[config.mk]
export PLATFORM = sky130hd
export DESIGN_NAME = ra_shadow_stack
export DESIGN_NICKNAME = d
export VERILOG_FILES = /design/src/rtl/ra_shadow_stack_pkg.sv /design/src/rtl/ra_shadow_stack.sv
export SDC_FILE = /design/constraint.sdc
export NUM_CORES = 1
export LEC_CHECK = 0
export ABC_AREA = 1
export BUFFER_PORTS_ARGS = -buffer_cell sky130_fd_sc_hd__buf_2
export CELL_PAD_IN_SITES_DETAIL_PLACEMENT = 0
export CELL_PAD_IN_SITES_GLOBAL_PLACEMENT = 2
export CORE_ASPECT_RATIO = 0.8
export CORE_MARGIN = 2
export CORE_UTILIZATION = 33
export CTS_BUF_LIST = sky130_fd_sc_hd__clkbuf_8
export CTS_CLUSTER_SIZE = 25
export DETAILED_ROUTE_END_ITERATION = 8
export GPL_ROUTABILITY_DRIVEN = 0
export PLACE_DENSITY_LB_ADDON = 0.15
export SLEW_MARGIN = 5
export SYNTH_ARGS = -nofsm -noshare
export SYNTH_HDL_FRONTEND = slang
export SYNTH_SLANG_ARGS = --single-unit
[constraint.sdc]
create_clock -name clk_i -period 4.05 [get_ports clk_i]
set_input_delay 0.81 -clock clk_i [delete_from_list [all_inputs] [get_ports clk_i]]
set_output_delay 0.81 -clock clk_i [all_outputs]
set_load 0.01 [all_outputs]
[src/rtl/ra_shadow_stack_pkg.sv]
// Shared definitions for the return-address shadow stack: ISA widths, the link
// key, FSM states and the link-word decoder used alongside the branch-unit encoder.
package riscv;
  localparam int unsigned VLEN = 32;
endpackage

package ariane_pkg;
  localparam logic [30:0] RA_KEY_DEFAULT = 31'h73fa06c2;

  typedef enum logic [1:0] {
    IDLE  = 2'd0,
    RUN   = 2'd1,
    ALARM = 2'd2
  } ra_state_e;

  // Inverse of the branch-unit encoding; bit 31 of the link word is always 0
  // on the wire, so the decoded address always has bit 31 set.
  function automatic logic [riscv::VLEN-1:0] ra_decode(input logic [riscv::VLEN-1:0] word,
                                                        input logic [30:0] key);
    logic [riscv::VLEN-1:0] addr;
    addr = word ^ {1'b0, key};
    addr[riscv::VLEN-1] = 1'b1;
    return addr;
  endfunction
endpackage

[src/rtl/ra_shadow_stack.sv]
// Return-address shadow stack: stores decoded link addresses on calls and checks
// resolved return targets against them, raising a sticky alarm on a mismatch.
module ra_shadow_stack
  import ariane_pkg::*;
#(
  parameter int unsigned DEPTH  = 16,
  parameter logic [30:0] RA_KEY = RA_KEY_DEFAULT
) (
  input  logic                      clk_i,
  input  logic                      rst_i,
  input  logic                      en_i,
  input  logic                      flush_i,
  input  logic                      push_valid_i,
  input  logic [riscv::VLEN-1:0]    push_data_i,
  input  logic                      pop_valid_i,
  input  logic [riscv::VLEN-1:0]    pop_target_i,
  output logic                      mismatch_o,
  output logic                      crash_o,
  output logic [riscv::VLEN-1:0]    top_o,
  output logic [$clog2(DEPTH):0]    depth_o,
  output logic                      empty_o,
  output logic                      full_o,
  output logic [7:0]                lost_o,
  output logic                      underflow_o
);
  localparam int unsigned AW = $clog2(DEPTH);
  localparam int unsigned DW = AW + 1;

  ra_state_e             state_reg, state_next;
  logic [riscv::VLEN-1:0] mem [DEPTH];
  logic [AW-1:0]         tp_reg, tp_next;
  logic [DW-1:0]         depth_reg, depth_next;
  logic [7:0]            lost_reg, lost_next;
  logic                  underflow_reg, underflow_next;
  logic                  mismatch_reg;

  logic                  run_act, do_push, do_pop, has_entry, is_full;
  logic                  checked_pop, pop_mismatch, mem_we;
  logic [AW-1:0]         top_idx, wr_idx;
  logic [riscv::VLEN-1:0] top_entry;

  assign run_act      = (state_reg == RUN) && en_i && !flush_i;
  assign do_push      = run_act && push_valid_i;
  assign do_pop       = run_act && pop_valid_i;
  assign has_entry    = (depth_reg != '0);
  assign is_full      = (depth_reg == DW'(DEPTH));
  assign top_idx      = tp_reg - 1'b1;
  assign top_entry    = mem[top_idx];
  assign checked_pop  = do_pop && has_entry;
  assign pop_mismatch = checked_pop && (pop_target_i != top_entry);
  // A tail call reuses the slot the pop just freed.
  assign wr_idx       = checked_pop ? top_idx : tp_reg;
  assign mem_we       = do_push && !rst_i;

  always_ff @(posedge clk_i) begin
    if (mem_we) begin
      mem[wr_idx] <= ra_decode(push_data_i, RA_KEY);
    end
  end

  always_comb begin
    tp_next        = tp_reg;
    depth_next     = depth_reg;
    lost_next      = lost_reg;
    underflow_next = underflow_reg;
    if (flush_i) begin
      tp_next        = '0;
      depth_next     = '0;
      lost_next      = '0;
      underflow_next = 1'b0;
    end else begin
      if (do_pop && !has_entry) begin
        if (lost_reg != 8'd0) lost_next = lost_reg - 8'd1;
        else                  underflow_next = 1'b1;
      end
      if (do_push && !checked_pop) begin
        tp_next = tp_reg + 1'b1;
        if (is_full) begin
          // Oldest entry sits at tp_reg when full, so it is overwritten.
          if (lost_reg != 8'hff) lost_next = lost_reg + 8'd1;
        end else begin
          depth_next = depth_reg + 1'b1;
        end
      end else if (checked_pop && !do_push) begin
        tp_next    = top_idx;
        depth_next = depth_reg - 1'b1;
      end
    end
  end

  always_comb begin
    state_next = state_reg;
    if (!en_i) begin
      state_next = IDLE;
    end else begin
      case (state_reg)
        IDLE:    state_next = RUN;
        RUN:     if (pop_mismatch) state_next = ALARM;
        ALARM:   if (flush_i) state_next = IDLE;
        default: state_next = IDLE;
      endcase
    end
  end

  always_ff @(posedge clk_i) begin
    if (rst_i) begin
      state_reg     <= IDLE;
      tp_reg        <= '0;
      depth_reg     <= '0;
      lost_reg      <= '0;
      underflow_reg <= 1'b0;
      mismatch_reg  <= 1'b0;
    end else begin
      state_reg     <= state_next;
      tp_reg        <= tp_next;
      depth_reg     <= depth_next;
      lost_reg      <= lost_next;
      underflow_reg <= underflow_next;
      mismatch_reg  <= pop_mismatch;
    end
  end

  assign mismatch_o  = mismatch_reg;
  assign crash_o     = (state_reg == ALARM);
  assign top_o       = has_entry ? top_entry : '0;
  assign depth_o     = depth_reg;
  assign empty_o     = !has_entry;
  assign full_o      = is_full;
  assign lost_o      = lost_reg;
  assign underflow_o = underflow_reg;
endmodule

==> impl_metrics.yaml, run 1 <==
status:
  status: "completed"
min_path:
  whs_path_depth: 2
  min_path_type: "in -> reg"
  worstHoldStart: "rst_i"
  min_to: "mismatch_o"
timing:
  setup_viol: 0
  finalHoldViolCount: 0
  finClkSkew_ns: 0.0331
  final_max_slew_viol_count: 0
  post-route-period-util_pct: 94.0
  holdWs_ns: 0.330
  rsz0062_at_grt: "yes"
  fmax_mhz: 263
  tightest_slew_ns: 1.02
  layout_min_cycle_time_ns: 3.81
  max_slew_margin_pct: 32.1
drt:
  avgViaCountPerCell: 4.93
  drc: 0
  antenna_left: 0
  top_layer: "met4"
  wl_per_cell_um: 22.2
  drtIter0Drc: 1286
  wl_met3_um: 3710
  drt-total-wl_um: 68300
  via_count: 15163
  wl_met1_um: 33000
  dr.pass1.iters: 5
  wl_met2_um: 30200
finish:
  area_delta_synth_final_pct: 16.2
  n_fill_cell: 6453
  top_register: "mem"
  largest_reg_flops: 496
  antenna_cells: 0
  drive_gt1_share_pct: 14.4
  final_cell_area_um2: 25400
  finalNetCount: 2233
synthesis:
  synth_compound_area_share_pct: 0.977
  synth_nets: 2072
  yosys_warnings: 0
  async_flop_share_pct: 0
  synth_top_family_by_area: "simple AND/OR/NAND/NOR gates"
  ys_seq_elements: 517
  synthAdderAreaFrac_pct: 0.663
  yosysSeqAreaShare_pct: 70.0
  synth_xor_area_share_pct: 0.360
  synthFlopType: "edfxtp_1"
  synth-simple-area-share_pct: 24.1
  synth_edf_count: 496
  muxShareOfSynthArea_pct: 0
  netlist_area_um2: 21900
  syn-instance-count: 1991
  yosysUniqueCellTypes: 35
  syn_avg_cell_area_um2: 11.0
clock_network:
  cts.path.max_buffers: 3
  cts_sinks: 517
  cts_buffers: 90
  postCtsHoldBufs: 0
  htreeDepth: 3
  cts_tree: "done"
  clk_latency_ns: 0.69
  root_buffer: "clkbuf_8"
  path_clk_slew_ns: 0.06
place:
  placed_cell_area_um2: 23800
  place_hpwl_um: 38000
  port_buffers: 118
power_and_ir_drop:
  power.total_mw: 10.7
  leakage_nw: 9.62
  p_sw_share_pct: 23.7
  internal_power_mw: 8.18
  p_seq_share_pct: 54.7
  p_switching_mw: 2.54
  pwr-share-comb_pct: 3.8
  irDropWorstVdd_v: 0.000188
  pwr-share-clk_pct: 41.5
  p_per_area_nw_per_um2: 422
setup_path:
  timing.rr.start: "tp_reg[1]"
  critical_path_class: "reg -> out"
  crit_arrival_ns: 3.00
  r2r_end: "state_reg[1]"
  required_ns: 3.24
  rr_worst_depth: 16
  start_kind: "flop"
  r2r_setup_slack_ns: 0.77
  cp-end-kind: "primary output"
  critPathMaxFanout: 196
floorplanning:
  core_area_um2: 65700
  rows: 84
  dieArea_um2: 68400
  ioPinCount: 120
  start_util_pct: 33.3
  die_y_um: 234
  die_w_um: 292
flow_run:
  maxCapViolations: 0
grt:
  grt_overflow: 0
  grt_pass1_vias: 14471
  grt_pass1_wl_um: 99800
  grt_usage_pct: 20.0
  grt_antenna_before_repair: 0
  grt_max_degree: 197
-- cell type report --
| type | count | area, um^2 | area share (%) |
|---|---|---|---|
| Clock inverter | 66 | 373 | 1.47 |
| Multi-Input combinational cell | 1284 | 5870 | 23.1 |
| Timing Repair Buffer | 175 | 1230 | 4.85 |
| Sequential cell | 517 | 15300 | 60.2 |
| Tap cell | 860 | 1080 | 4.23 |
| Inverter | 84 | 325 | 1.28 |
| Clock buffer | 90 | 1240 | 4.87 |
-- cells in the final DEF, fill, tap and decap left out, drive strengths merged, types with 15 or more instances in the layout --
cell / Yosys / final
nand2: 636 / 636
edfxtp: 496 / 496
nand3: 483 / 483
buf: 88 / 175
inv: 83 / 120
clkbuf: 18 / 90
nor2: 84 / 84
clkinv: 1 / 28
dfxtp: 21 / 21
o21ai: 18 / 18
a21oi: 15 / 15
-- synth_stat cells, types with 2 or more instances --
library cell	n	area share, %
nor2_2	2	0.057
buf_2	72	1.6
buf_4	12	0.41
nor2_1	82	1.4
buf_1	3	0.051
nand3b_1	11	0.38
o221ai_1	2	0.080
clkbuf_1	18	0.31
nand2_1	635	11
inv_1	76	1.3
ha_1	10	0.57
edfxtp_1	496	68
nand4_1	4	0.11
nor3_1	3	0.069
a21oi_1	15	0.34
o21ai_0	17	0.39
dfxtp_1	21	1.9
inv_2	6	0.10
xor2_1	8	0.32
nand3_1	483	11
-- repair_timing --
action	4_1_cts	5_1_grt
endpoints found under the setup margin	0	9
gates resized for setup	0	6
buffers inserted	0	0
-- how the worst max path moves through the flow --
stage / from / endpoint / slack (ns) / cells after the start
final: tp_reg[0] / top_o[3] / 0.24 / 9
after global routing: tp_reg[1] / top_o[30] / -0.0004 / 9
after CTS: tp_reg[0] / top_o[24] / 0.03 / 10
after detailed placement: flush_i / mem[0][28] / 0.43 / 11
after global placement: flush_i / mem[0][30] / 0.40 / 11
after floorplan: tp_reg[0] / mem[1][0] / 0.22 / 12
-- per-stage QoR --
step / setup TNS (ns) / worst slack, ns / std cells / util (%)
6_report: 0 / 0.243 / 3076 / 38.7
3_3_place_gp: 0 / 0.403 / 2920 / 36.2
3_5_place_dp: 0 / 0.426 / 2920 / 36.2
4_1_cts: 0 / 0.0256 / 3076 / 38.7
5_1_grt: -0.000432 / -0.000432 / 3076 / 38.7
2_1_floorplan: 0 / 0.216 / 1991 / -
-- power by group through the flow --
stage	Combinational, mW	Clock, mW	Sequential [mW]
2_1_floorplan	0.191	0	5.97
3_3_place_gp	0.410	0	5.97
3_5_place_dp	0.414	0	5.97
4_1_cts	0.415	4.59	5.86
5_1_grt	0.456	4.80	5.86
6_report	0.407	4.46	5.86
-- logic make-up after synthesis --
kind of cell,count (synthesis)
AOI/OAI and AO/OA,39
xor gates and xnor gates,9
adders and majority gates,11
buffers and inverters,190
DFF,517
and+or+nand+nor,1225
-- critical path, cell delays in order, from the launching register on --
cell and delay [ns]:
dfxtp_4 0.38, inv_6 0.15, buf_16 0.61, nand2_1 0.10
nand3_1 0.12, nand3_1 0.08, nand3_1 0.12, nand2_1 0.18
nor2_1 0.15, buf_2 0.16
-- per-layer routing --
layer | vias to the layer above | track usage [%]
li1 | 7265 | -
met1 | 7442 | 29.0
met2 | 369 | 30.5
met3 | 87 | 4.08
met4 | 0 | 5.67
met5 | - | 0
No activity file was read; power rests on OpenSTA's default activity.
==> run 2, diff against run 1 <==
--- a/constraint.sdc
+++ b/constraint.sdc
@@ -3,2 +3,2 @@
 set_output_delay 0.81 -clock clk_i [all_outputs]
-set_load 0.01 [all_outputs]
+set_load 0.005 [all_outputs]
==> run 2 against run 1 <==
Global-route usage is 0.19 points lower. Total power fell by 1.1%. Register-to-register slack about the same. Cell area down 0.16%. Clock power down 3%. Clock-buffer cell count unchanged. Via count rose by 0.20%. Critical path type unchanged. Largest power group unchanged.
==> impl_metrics.yaml, run 2 (synthesis gave the netlist of run 1 again) <==
status:
  status: "completed"
timing:
  layout_min_cycle_time_ns: 3.85
  tightest_slew_ns: 0.917
  final_max_slew_viol_count: 0
  post-route-period-util_pct: 95.0
  finClkSkew_ns: 0.0390
  finalSetupTns_ns: 0
  fmax_mhz: 260
  holdWs_ns: 0.384
  finalHoldViolCount: 0
  rsz0062_at_grt: "no"
  setup_viol: 0
  max_slew_margin_pct: 38.9
clock_network:
  path_clk_slew_ns: 0.05
  cts_tree: "done"
  root_buffer: "clkbuf_8"
  postCtsHoldBufs: 0
  cts.path.max_buffers: 3
  htreeDepth: 3
  clk_latency_ns: 0.68
  cts_sinks: 517
  cts_buffers: 88
grt:
  grt_overflow: 0
  grt_pass1_wl_um: 98100
  grt_pass1_vias: 14099
  grt_usage_pct: 19.9
  grt_antenna_before_repair: 0
  grt_max_degree: 157
finish:
  n_fill_cell: 6409
  area_delta_synth_final_pct: 16.0
  finalNetCount: 2231
  top_register: "mem"
  fin_cells: 3076
  multi_input_area_um2: 5880
  final_common_cell: "nand2_1"
  layout_common_cells: "nand2_1 (633), edfxtp_1 (496), nand3_1 (483), buf_2 (118), inv_1 (101)"
  seq_area_um2: 15300
  largest_reg_flops: 496
  drive_gt1_share_pct: 14.2
drt:
  drtIter0Drc: 1081
  wl_per_cell_um: 22.1
  via_count: 15193
  dr.pass1.iters: 5
  drt-total-wl_um: 68000
  antenna_left: 0
  drc: 0
  avgViaCountPerCell: 4.94
power_and_ir_drop:
  internal_power_mw: 8.15
  irDropWorstVdd_v: 0.000210
  pwr-share-comb_pct: 3.8
  leakage_nw: 9.56
  p_seq_share_pct: 55.3
  p_per_area_nw_per_um2: 418
  p_sw_share_pct: 23.2
  p_switching_mw: 2.46
  pwr-share-clk_pct: 40.9
setup_path:
  start_kind: "flop"
  slowest_stage: "dfxtp_4"
  required_ns: 3.24
  crit_arrival_ns: 3.04
  slowest_delay_ns: 0.38
  crit_chain: "inv_6 -> ha_4 -> nand2_1 -> nand2_8 -> buf_16 -> nand3_1 -> nand3_1 -> nand2_1 -> nor2_1 -> buf_2"
  cp-end-kind: "primary output"
  critPathMaxFanout: 47
  critical_path_class: "reg -> out"
floorplanning:
  die_y_um: 234
  die_w_um: 292
  dieArea_um2: 68400
  core_area_um2: 65700
  start_util_pct: 33.3
  rows: 84
  ioPinCount: 120
flow_run:
  maxCapViolations: 0
place:
  dpl.cell_count: 2920
  port_buffers: 118
  place_hpwl_um: 38000
min_path:
  min_path_type: "in -> reg"
## run 2: cell types whose count changed in the layout (fill, tap and decap cells not counted), sizes merged
cell	previous run	this run
diode	0	2
clkinv	28	34
inv	120	109
clkinvlp	0	3
## run 2: critical path: cells and delay by family (launching register included)
family,cells,cell delay (ns)
simple gates,6,1.04
buf+inv,3,0.75
flops,1,0.38
fa+ha+maj,1,0.18
## run 2: power groups by stage
stage	registers, mW	clock network, mW	logic [mW]
2_1_floorplan	5.97	0	0.188
3_3_place_gp	5.97	0	0.405
3_5_place_dp	5.97	0	0.409
4_1_cts	5.86	4.48	0.411
5_1_grt	5.86	4.70	0.448
6_report	5.86	4.34	0.403
## run 2: path summary, 6_finish.rpt
path                from           end  slack [ns]  cells past startpoint
max            tp_reg[0]      top_o[9]        0.20                     10
min                rst_i    mismatch_o        0.38                      2
max reg2reg    tp_reg[0]  state_reg[1]        0.78                     16
min reg2reg  underflow_o   underflow_o        0.48                      2
## run 2: repair_timing
action                                 CTS  global route
setup endpoints to repair                9             8
pin swaps                                0             0
setup buffers                            0             0
endpoints found under the hold margin    0             0
gates resized for setup                  2             5
## run 2: stage by stage
step / total power, mW / area (um^2) / util, % / setup slack [ns]
global placement: 6.38 / 23800 / 36.2 / 0.294
floorplan: 6.16 / 21900 / - / 0.216
CTS: 10.8 / 25400 / 38.6 / 0.0324
detailed placement: 6.38 / 23800 / 36.2 / 0.336
global route: 11.0 / 25400 / 38.7 / 0.0264
finish: 10.6 / 25400 / 38.7 / 0.204
## run 2: cell type report
| class | count | share of cell area [%] |
|---|---|---|
| clock buffers | 90 | 4.88 |
| well taps | 860 | 4.24 |
| diodes | 2 | 0.0197 |
| flip-flops and latches | 517 | 60.3 |
| inverters | 84 | 1.30 |
| repair buffers | 175 | 4.78 |
| multi-input cells | 1284 | 23.2 |
| clock inverters | 64 | 1.32 |
## run 2: layer usage
metal / global-route usage, % / share of wire [%] / vias to the layer above
met2: 30.3 / 45 / 398
met5: 0 / 0 / -
met1: 29.0 / 48 / 7442
li1: - / - / 7256
met4: 5.17 / 1.8 / 0
met3: 3.78 / 5.5 / 97
==> run 3, diff against run 2 <==
Settings changed: CORE_ASPECT_RATIO 0.8 to 2, TNS_END_PERCENT set to 100.
==> run 3 against run 2 <==
Final cell count about the same. Worst hold slack got worse by 0.015 ns. First-iteration DRC count increased by 6.8%. Sequential cell count unchanged. Wire length increased by 1.3%. Fmax increased by 1.6%. Non-clock buffer count increased by 4. Sequential share of layout area increased by 0.20 points. Utilization decreased by 0.16 points. Clock power decreased by 7.8%. Sequential power about the same. Critical path depth unchanged.
==> impl_metrics.yaml, run 3 (synthesis gave the netlist of run 1 again) <==
status:
  status: "completed"
setup_path:
  critical_path_class: "reg -> out"
  r2r_end: "state_reg[1]"
  timing.rr.start: "tp_reg[1]"
  critPathMaxFanout: 24
  cp-end-kind: "primary output"
  start_kind: "flop"
  required_ns: 3.24
  rr_worst_depth: 17
  r2r_setup_slack_ns: 0.73
  crit_arrival_ns: 2.98
clock_network:
  path_clk_slew_ns: 0.06
  htreeDepth: 3
  cts_tree: "done"
  clk_latency_ns: 0.65
  cts.path.max_buffers: 3
  cts_buffers: 79
  cts_sinks: 517
  root_buffer: "clkbuf_8"
grt:
  grt_antenna_before_repair: 6
  grt_overflow: 0
  grt_max_degree: 139
  grtUsageMet2_pct: 36.4
  use_met3_pct: 2.78
  grt-busiest-layer: "met2"
  grt_pass1_vias: 15177
  grt_usage_pct: 20.4
  use_met1_pct: 24.7
  grt_pass1_wl_um: 100000
power_and_ir_drop:
  irDropWorstVdd_v: 0.000174
  p_sw_share_pct: 22.6
  pwr-share-comb_pct: 3.9
  leakage_nw: 9.51
  p_switching_mw: 2.31
  internal_power_mw: 7.94
  p_per_area_nw_per_um2: 405
  pwr-share-clk_pct: 39.0
  p_seq_share_pct: 57.1
drt:
  avgViaCountPerCell: 4.92
  via_count: 15156
  dr.pass1.iters: 5
  antenna_left: 0
  drc: 0
  drt-total-wl_um: 68900
  wl_per_cell_um: 22.4
  drtIter0Drc: 1154
timing:
  final_max_slew_viol_count: 0
  finalSetupTns_ns: 0
  tightest_slew_ns: 0.771
  layout_min_cycle_time_ns: 3.79
  finClkSkew_ns: 0.0291
  post-route-period-util_pct: 93.5
  setup_viol: 0
  finalHoldViolCount: 0
  rsz0062_at_grt: "no"
  fmax_mhz: 264
  max_slew_margin_pct: 48.6
flow_run:
  maxCapViolations: 0
min_path:
  worstHoldStart: "rst_i"
  min_path_type: "in -> reg"
  min_to: "mismatch_o"
  whs_path_depth: 2
floorplanning:
  start_util_pct: 33.3
  die_w_um: 186
  ioPinCount: 120
  dieArea_um2: 68500
  rows: 133
  die_y_um: 368
  core_area_um2: 65700
place:
  place_hpwl_um: 41000
  placed_cell_area_um2: 23900
  port_buffers: 118
  dpl.cell_count: 2940
finish:
  drive_gt1_share_pct: 14.0
  largest_reg_flops: 496
  top_register: "mem"
  fin_cells: 3078
  finalNetCount: 2226
  layout_common_cells: "nand2_1 (633), edfxtp_1 (496), nand3_1 (483), buf_2 (118), inv_1 (101)"
  area_delta_synth_final_pct: 15.6
  final_common_cell: "nand2_1"
  final_cell_area_um2: 25300
[run 3: changes by cell type in the layout (fill, tap and decap cells not counted), moves of 3 or more]
cell,delta
buf_12,+6
buf_4,-4
buf_6,+3
clkbuf_8,-9
clkinv_1,-11
[run 3: metal layers]
metal	routed length, um	share of wire [%]	vias to the layer above
li1	-	-	7221
met1	27900	40	7479
met2	36000	52	361
met3	2920	4.2	91
met4	2120	3.1	4
met5	18	0.026	-
[run 3: metrics by stage]
step                      hold WS [ns]  setup slack, ns  power [mW]  util [%]
after detailed placement         0.459            0.553        6.38      36.3
after CTS                        0.301           0.0152        10.4      38.5
after global placement           0.448            0.550        6.37      36.3
after global routing             0.345           0.0877        10.6      38.5
after floorplan                  0.465            0.216        6.16         -
final                            0.368            0.262        10.3      38.5
[run 3: critical path: stages, from the launching register on]
cell and delay (ns):
dfxtp_1 0.39, inv_1 0.14, ha_4 0.31, inv_4 0.30
buf_12 0.24, nand3_1 0.10, nand3_1 0.09, nand3_1 0.29
nand2_1 0.22, nor2_1 0.06, buf_2 0.15
[run 3: worst max-delay path by stage]
stage | cells after the start | startpoint | to
finish | 10 | tp_reg[1] | top_o[22]
global route | 10 | tp_reg[0] | top_o[22]
CTS | 11 | tp_reg[1] | top_o[20]
detailed placement | 11 | tp_reg[1] | top_o[20]
global placement | 16 | tp_reg[1] | state_reg[1]
floorplan | 12 | tp_reg[0] | mem[1][0]
[run 3: power by group through the flow]
stage / Combinational (mW) / Clock (mW) / Sequential [mW]
6_report: 0.395 / 4.00 / 5.86
5_1_grt: 0.439 / 4.34 / 5.85
3_5_place_dp: 0.403 / 0 / 5.97
3_3_place_gp: 0.401 / 0 / 5.97
2_1_floorplan: 0.188 / 0 / 5.97
4_1_cts: 0.406 / 4.13 / 5.86
[run 3: repair_timing]
action	in CTS	in global routing
hold buffers	0	0
resized for setup	0	3
pin swaps	1	0
buffers inserted	2	0
setup endpoints to repair	6	4
[run 3: layout make-up]
class                      count  area, um^2
antenna                        3        7.51
clock buffer                  81        1110
clock inverter                53         279
fill                        6502       40400
inverter                      84         323
multi-input combinational   1284        5860
sequential                   517       15300
tap                          877        1100
timing repair buffer         179        1310
